File: src/rtl/rr_bus_arbiter16.sv
// rtl/rr_bus_arbiter16.sv - round-robin arbiter sharing a 32-bit result bus among 16 requesters

// Two-input mux leaf used to build the wider select trees.
module mux2x1 #(
  parameter int W = 32
) (
  input  logic [W-1:0] in0,
  input  logic [W-1:0] in1,
  input  logic         sel,
  output logic [W-1:0] dout
);

  assign dout = sel ? in1 : in0;

endmodule

// Four-input mux: two leaves on sel[0], one leaf on sel[1].
module mux4x1 #(
  parameter int W = 32
) (
  input  logic [4*W-1:0] din,
  input  logic [1:0]     sel,
  output logic [W-1:0]   dout
);

  logic [W-1:0] lo;
  logic [W-1:0] hi;

  mux2x1 #(.W(W)) u_lo  (.in0(din[0*W +: W]), .in1(din[1*W +: W]), .sel(sel[0]), .dout(lo));
  mux2x1 #(.W(W)) u_hi  (.in0(din[2*W +: W]), .in1(din[3*W +: W]), .sel(sel[0]), .dout(hi));
  mux2x1 #(.W(W)) u_top (.in0(lo),            .in1(hi),            .sel(sel[1]), .dout(dout));

endmodule

// Eight-input mux: two 4x1 halves joined by a 2x1 on sel[2].
module mux8x1 #(
  parameter int W = 32
) (
  input  logic [8*W-1:0] din,
  input  logic [2:0]     sel,
  output logic [W-1:0]   dout
);

  logic [W-1:0] lo;
  logic [W-1:0] hi;

  mux4x1 #(.W(W)) u_lo  (.din(din[0*W +: 4*W]), .sel(sel[1:0]), .dout(lo));
  mux4x1 #(.W(W)) u_hi  (.din(din[4*W +: 4*W]), .sel(sel[1:0]), .dout(hi));
  mux2x1 #(.W(W)) u_top (.in0(lo), .in1(hi), .sel(sel[2]), .dout(dout));

endmodule

// Sixteen-input mux: two 8x1 halves joined by a 2x1 on sel[3].
module mux16x1 #(
  parameter int W = 32
) (
  input  logic [16*W-1:0] din,
  input  logic [3:0]      sel,
  output logic [W-1:0]    dout
);

  logic [W-1:0] lo;
  logic [W-1:0] hi;

  mux8x1 #(.W(W)) u_lo  (.din(din[0*W +: 8*W]), .sel(sel[2:0]), .dout(lo));
  mux8x1 #(.W(W)) u_hi  (.din(din[8*W +: 8*W]), .sel(sel[2:0]), .dout(hi));
  mux2x1 #(.W(W)) u_top (.in0(lo), .in1(hi), .sel(sel[3]), .dout(dout));

endmodule

// Arbiter top: one grant at a time, one idle bubble between grants, and a
// hold limit so a streaming requester cannot monopolise the bus.
module rr_bus_arbiter16 #(
  parameter int MAX_HOLD = 8
) (
  input  logic         CLK,
  input  logic         RST,
  input  logic [15:0]  REQ,
  input  logic [511:0] DATA_IN,
  output logic [15:0]  GNT,
  output logic [3:0]   SEL,
  output logic [31:0]  DOUT,
  output logic         DOUT_VALID,
  input  logic         DOUT_READY,
  output logic         BUSY
);

  typedef enum logic {
    IDLE  = 1'b0,
    GRANT = 1'b1
  } state_t;

  // hold_cnt counts completed transfers, so the last allowed one sees MAX_HOLD-1
  localparam logic [7:0] HOLD_LAST = 8'(MAX_HOLD - 1);

  state_t      state_q;
  state_t      state_d;
  logic [15:0] gnt_q;
  logic [15:0] gnt_d;
  logic [3:0]  sel_q;
  logic [3:0]  sel_d;
  logic [3:0]  ptr_q;
  logic [3:0]  ptr_d;
  logic [7:0]  hold_cnt_q;
  logic [7:0]  hold_cnt_d;

  logic        win_found;
  logic [3:0]  win_idx;
  logic        holder_req;
  logic        busy;
  logic        valid;
  logic        xfer;
  logic        rel_now;
  logic [31:0] mux_out;

  // Data path: SEL steers the mux tree; output is forced to zero when not valid.
  mux16x1 #(.W(32)) u_mux (
    .din  (DATA_IN),
    .sel  (sel_q),
    .dout (mux_out)
  );

  assign holder_req = REQ[sel_q];
  assign busy       = (state_q == GRANT);
  assign valid      = busy & holder_req;
  assign xfer       = valid & DOUT_READY;
  // Release when the holder drops its request or its last allowed transfer completes.
  assign rel_now    = busy & (~holder_req | (xfer & (hold_cnt_q == HOLD_LAST)));

  assign GNT        = gnt_q;
  assign SEL        = sel_q;
  assign BUSY       = busy;
  assign DOUT_VALID = valid;
  assign DOUT       = valid ? mux_out : 32'h0;

  // Rotating priority search: first requester at or after ptr, wrapping mod 16.
  always_comb begin
    win_found = 1'b0;
    win_idx   = ptr_q;
    for (int i = 0; i < 16; i++) begin
      if (!win_found && REQ[ptr_q + 4'(i)]) begin
        win_found = 1'b1;
        win_idx   = ptr_q + 4'(i);
      end
    end
  end

  // Next-state logic: grant in IDLE, count transfers and release in GRANT.
  always_comb begin
    state_d    = state_q;
    gnt_d      = gnt_q;
    sel_d      = sel_q;
    ptr_d      = ptr_q;
    hold_cnt_d = hold_cnt_q;
    case (state_q)
      IDLE: begin
        if (win_found) begin
          state_d    = GRANT;
          gnt_d      = 16'h1 << win_idx;
          sel_d      = win_idx;
          hold_cnt_d = 8'h0;
        end else begin
          gnt_d = 16'h0;
        end
      end
      GRANT: begin
        if (rel_now) begin
          // SEL keeps the last holder; the pointer moves just past it.
          state_d    = IDLE;
          gnt_d      = 16'h0;
          ptr_d      = sel_q + 4'd1;
          hold_cnt_d = 8'h0;
        end else if (xfer) begin
          hold_cnt_d = hold_cnt_q + 8'd1;
        end
      end
      default: begin
        state_d = IDLE;
        gnt_d   = 16'h0;
      end
    endcase
  end

  // State register with asynchronous reset.
  always_ff @(posedge CLK or posedge RST) begin
    if (RST) begin
      state_q    <= IDLE;
      gnt_q      <= 16'h0;
      sel_q      <= 4'h0;
      ptr_q      <= 4'h0;
      hold_cnt_q <= 8'h0;
    end else begin
      state_q    <= state_d;
      gnt_q      <= gnt_d;
      sel_q      <= sel_d;
      ptr_q      <= ptr_d;
      hold_cnt_q <= hold_cnt_d;
    end
  end

endmodule

File: config.mk
export PLATFORM = sky130hd
export DESIGN_NAME = rr_bus_arbiter16
export DESIGN_NICKNAME = d
export VERILOG_FILES = /design/src/rtl/rr_bus_arbiter16.sv
export SDC_FILE = /design/constraint.sdc
export NUM_CORES = 1
export LEC_CHECK = 0
export ABC_AREA = 1
export BUFFER_PORTS_ARGS = -buffer_cell sky130_fd_sc_hd__buf_4
export CORE_AREA = 3 3 223 225
export DETAILED_ROUTE_END_ITERATION = 10
export DIE_AREA = 0 0 226 228
export SYNTH_ARGS = -nofsm -noshare
export SYNTH_HDL_FRONTEND = slang
export SYNTH_SLANG_ARGS = --single-unit
File: constraint.sdc
create_clock -name CLK -period 8.3 [get_ports CLK]
set_input_delay 0.83 -clock CLK [delete_from_list [all_inputs] [get_ports CLK]]
set_output_delay 0.83 -clock CLK [all_outputs]
set_load 0.05 [all_outputs]
Word level (Yosys, flattened, before mapping)
Index checks and enable logic that the tools add are counted.
{ "totals": {"ff_bits": 33, "output_inout_bits": 54} }
{ "op_classes": {"n_addsub": 17, "magnitude_cmp": 17, "n_eq_ne": 4, "shift": 1, "muxes": 91, "bitwise": 7, "reduce_logical": 33} }
{ "ops": {"columns": ["operator", "n"], "rows": [
  ["32-bit 2-to-1 mux", 16],
  ["4-bit by 5-bit < comparator with 1-bit output (second input constant)", 17],
  ["1-bit binary-select mux with 4-bit select", 17],
  ["4-bit 2-to-1 mux", 15],
  ["1-bit 2-to-1 mux", 35],
  ["4-bit adder (second input constant)", 8],
  ["16-bit 2-to-1 mux", 2],
  ["16-bit case mux with 2 select lines", 1],
  ["8-bit 2-to-1 mux", 3],
  ["4-bit by 3-bit adder with 4-bit output (second input constant)", 4],
  ["8-bit case mux with 2 select lines", 1],
  ["1-bit by 4-bit left shift with 16-bit output (first input constant)", 1],
  ["1-bit logical AND", 15],
  ["1-bit zero test", 15],
  ["4-bit by 1-bit adder with 4-bit output (second input constant)", 2],
  ["4-bit by 2-bit adder with 4-bit output (second input constant)", 2],
  ["8-bit by 1-bit adder with 8-bit output (second input constant)", 1],
  ["8-bit by 3-bit == test with 1-bit output (second input constant)", 1],
  ["2-bit AND reduction", 3],
  ["1-bit bitwise AND", 4],
  ["3-bit by 1-bit inequality test with 1-bit output (second input constant)", 1],
  ["2-bit by 1-bit inequality test with 1-bit output (second input constant)", 1],
  ["2-bit inequality test (second input constant)", 1],
  ["1-bit NOT", 2],
  ["2 further kinds", 2]
]} }

Depth between registers and ports, before layout
{ "depth": {"ltp_word": 51, "depth_mapped": 33, "ltp_nobuf": 31} }

By module
A second synthesis with hierarchy kept.
{ "unflattened": {"cells_unflattened": 2206, "hier_area_um2": 11123.2} }
{ "by_module_without_submodules": {"columns": ["mod", "instances", "cells_per_inst", "area_each_um2"], "rows": [
  ["mux2x1", 15, 104, 491.7],
  ["rr_bus_arbiter16", 1, 646, 3747.3]
]} }

Least setup slack after synthesis
No wires, ideal clock.
{ "synth_timing": {"kind": "input port to output port", "startpoint": "input REQ[14]", "endpoint": "output DOUT[10]", "arrival_time_ps": 3246, "required_time_ps": 7470, "setup_slack_ps": 4224, "stages": 9, "n_path_buf": 1, "path_cell_list": "o21ai_0 o221ai_1 o211ai_1 nand2_1 inv_1 nor2_1 inv_1 clkbuf_1 a21oi_1"} }
{ "synth_between": {"elab_chain_len": 4} }
{ "synth_lines": {"columns": ["item", "line", "rtl"], "rows": [
  ["start: declaration", "78", "input logic [15:0] REQ,"],
  ["1-bit binary-select mux with 4-bit select", "123", "assign holder_req = REQ[sel_q];"],
  ["1-bit 2-to-1 mux (implied by the code)", "123", null],
  ["1-bit bitwise AND", "125", "assign valid = busy & holder_req;"],
  ["named net DOUT_VALID", "83", "output logic DOUT_VALID,"],
  ["32-bit 2-to-1 mux", "134", "assign DOUT = valid ? mux_out : 32'h0;"],
  ["end: declaration", "82", "output logic [31:0] DOUT,"]
]} }
The timed path passes the listed nets, and every way through them passes these cells. The select of a mux whose other input is x is not followed.

Worst setup path in the final report
{ "layout_timing": {"startpoint": "register sel_q[0] (netlist: SEL[0])", "endpoint": "output DOUT[0]"} }
{ "layout_between": {"elab_chain_len": 5, "word_cells_on_any_way": 19, "classes_between": "18 x mux; 1 x bitwise"} }
{ "layout_lines": {"columns": ["item", "line", "rtl"], "rows": [
  ["start: declaration", "100", "logic [3:0] sel_q;"],
  ["start signal: assignment", "195", "sel_q <= sel_d;"],
  ["branches (longest 4 deep; another with 1-bit binary-select mux with 4-bit select)", null, null],
  ["32-bit 2-to-1 mux (*)", "134", null]
]} }
Mark *: on every way between the ends. The select of a mux whose other input is x is not followed.

==> run metrics <==
Filler cells=5367; Congestion Overflow GR=0; core box area=0.0477 mm²; Crit. End Element=output pin; Top FF cell, synth=dfrtp_1; Starting Density=16.9%; DR iter-0 viols=1099; largest cells by area after synthesis=nand3_1 26%, o2111ai_1 14%, dfrtp_1 10%; mapped cell area=0.00806 mm²; count of buffers from port buffering=584; # resized after CTS=0; Non-Filler Instances=2549; commonest cells after routing, fill and taps aside=599 x buf_4, 424 x nand3_1, 186 x nand2_1; layout cell share with drive strength beyond 1=33.9%; post-placement cell count=2531; syn avg cell area=5.53 µm²; first-pass GRT wire length=88.9 mm; row count=80; gp weighted congestion=0.935; length of the first detailed-routing pass in iterations=5; post-route clock period utilization=65.4%; drt wl/cell=25.2 µm; largest net degree at the start of global routing=179; Hold WC Path Type=flip-flop to flip-flop; Slew HR=28.0%; post-DP HPWL=52.7 mm; postcts setup bufs=0; Syn-to-layout area delta=61.0%; flops & latches, synth=33; status=finished, final reports clean; Die Y=228 µm; CP max FO=102; Reg area=838 µm²; Post-synth ARST share=100%; synth unique cells=43; Hold-fix buffers, CTS=0; share of the synthesized area in the top cell type=26.3%; final setup vio count=0; DRC Markers=0; H-Tree Depth=2; CTS Sinks=33; highest clock rate=0.184 GHz; GR Util All Layers=23.4%; yosys warns=0; multi-input logic area=0.00635 mm²; io pins=585; measured slew at the worst slew-check pin=1.08 ns; pwr/cell area=409 mW/mm²; RSZ-0062 raised after global routing=false; Max VDD drop=323 µV; CTS Buf Count=5; Startpoint Class=flip-flop; Worst Path Class, Setup=flip-flop to output pin; LEAKAGE=5.78 nW; Sum Neg Setup Slack=0 ns; die area=0.0515 mm²; initial antenna violation count=18; minimum clock period after layout=5.42 ns; cell count after synthesis=1458; Clock Path Buffers=2; vias in the first global route=13100; Critical Path AT=4.59 ns; DR vias=13200; clock root buffer=clkbuf_16; Routed WL=64.3 mm; MaxCap Viol Count=0; Max Transition Viols Final=0; Hold Fails Final Rpt=0; syn nets=1999; Post-synth EDFFs=0; ANT nets after route=0; Die X-Extent=226 µm; Synth area leader=nand3_1; Worst-Skew Late Latency=0.28 ns; vias per inst=5.18; sequential area share after synthesis=10.2%; most common cell after layout, fill and taps aside=buf_4; post-route clock skew=0.00421 ns; required time of the critical path=7.47 ns; WHS=0.489 ns; Final Net Count=2464; CTS tree=done; Reg clk slew, reported paths=0.05 ns
layout make-up:
cell class / instances / area share, %
clock buffer: 7 / 1.10
inverter: 84 / 2.52
clock inverter: 1 / 0.231
multi-input combinational: 1200 / 48.9
antenna: 10 / 0.193
timing repair buffer: 599 / 34.6
tap: 615 / 5.93
sequential: 33 / 6.46
state kept, by name, indices dropped and copies added, names as in the netlist:
| name | count |
|---|---|
| BUSY | 1 |
| GNT | 16 |
| SEL | 4 |
| hold_cnt_q | 8 |
| ptr_q | 4 |
worst paths after layout:
kind | start | to | slack, ns | cells after the start
max in group asynchronous | RST | SEL[2] | 7.32 | 3
setup reg to reg | ptr_q[1] | GNT[14] | 3.33 | 21
setup / recovery | SEL[0] | DOUT[0] | 2.88 | 8
hold reg to reg | GNT[12] | GNT[12] | 0.49 | 2
min in group asynchronous | RST | GNT[6] | 0.65 | 3
hold / removal | GNT[12] | GNT[12] | 0.49 | 2
synthesized netlist by cell type (3+ instances only):
cell type,number
clkbuf_1,123
o21ai_0,163
nor2_2,6
nand4_1,6
nor3_1,3
o21ai_1,13
o221ai_1,3
xor2_1,9
a21oi_2,3
dfrtp_1,33
o2111ai_1,128
nor2_1,165
a21oi_1,42
nand3_1,424
o21bai_1,9
inv_1,75
ha_1,10
buf_4,8
nand2_1,186
inv_2,7
buf_1,5
buf_2,5
nand2_2,7
metal layers:
metal  vias to the layer above  GRT usage (%)  routed length [µm]
li1                       6199              -                   -
met1                      6260           30.2               26700
met2                       662           39.4               30400
met3                        66           4.81                5390
met4                         8           6.38                1740
met5                         -              0                  60
power breakdown:
part           internal (mW)  switching (mW)
clock                  0.150          0.0682
sequential             0.211           0.120
combinational           1.28            3.49
total                   1.64            3.67
logic make-up (layout without fill, tap and decap cells):
logic type,count (synthesis),count (layout),synth area share [%]
AND/OR/NAND/NOR,810,810,46.3
AO/OA/AOI/OAI,369,369,29.7
buffers and inverters,225,691,10.9
flip-flops,33,33,10.2
XOR/XNOR,11,11,1.29
adder cells (fa/ha/maj),10,10,1.55
other,0,10,0
stage by stage:
| stage | utilization [%] | area [µm²] | power, mW | setup WS [ns] |
|---|---|---|---|---|
| after floorplan | - | 8060 | 3.39 | 4.22 |
| after global placement | 26.8 | 12800 | 5.07 | 3.29 |
| after detailed placement | 26.8 | 12800 | 5.09 | 3.20 |
| after CTS | 27.1 | 13000 | 5.33 | 2.90 |
| after global routing | 27.2 | 13000 | 5.78 | 2.59 |
| final | 27.2 | 13000 | 5.31 | 2.88 |
worst max-delay path: stages, from the launching register on:
cell and delay, ns:
dfrtp_4 0.44, buf_4 0.76, buf_4 0.79, buf_4 0.73, o21ai_0 0.29, o2111ai_1 0.40
nand3_1 0.22, a21oi_1 0.20, buf_4 0.26
(Power assumes the default switching activity.)
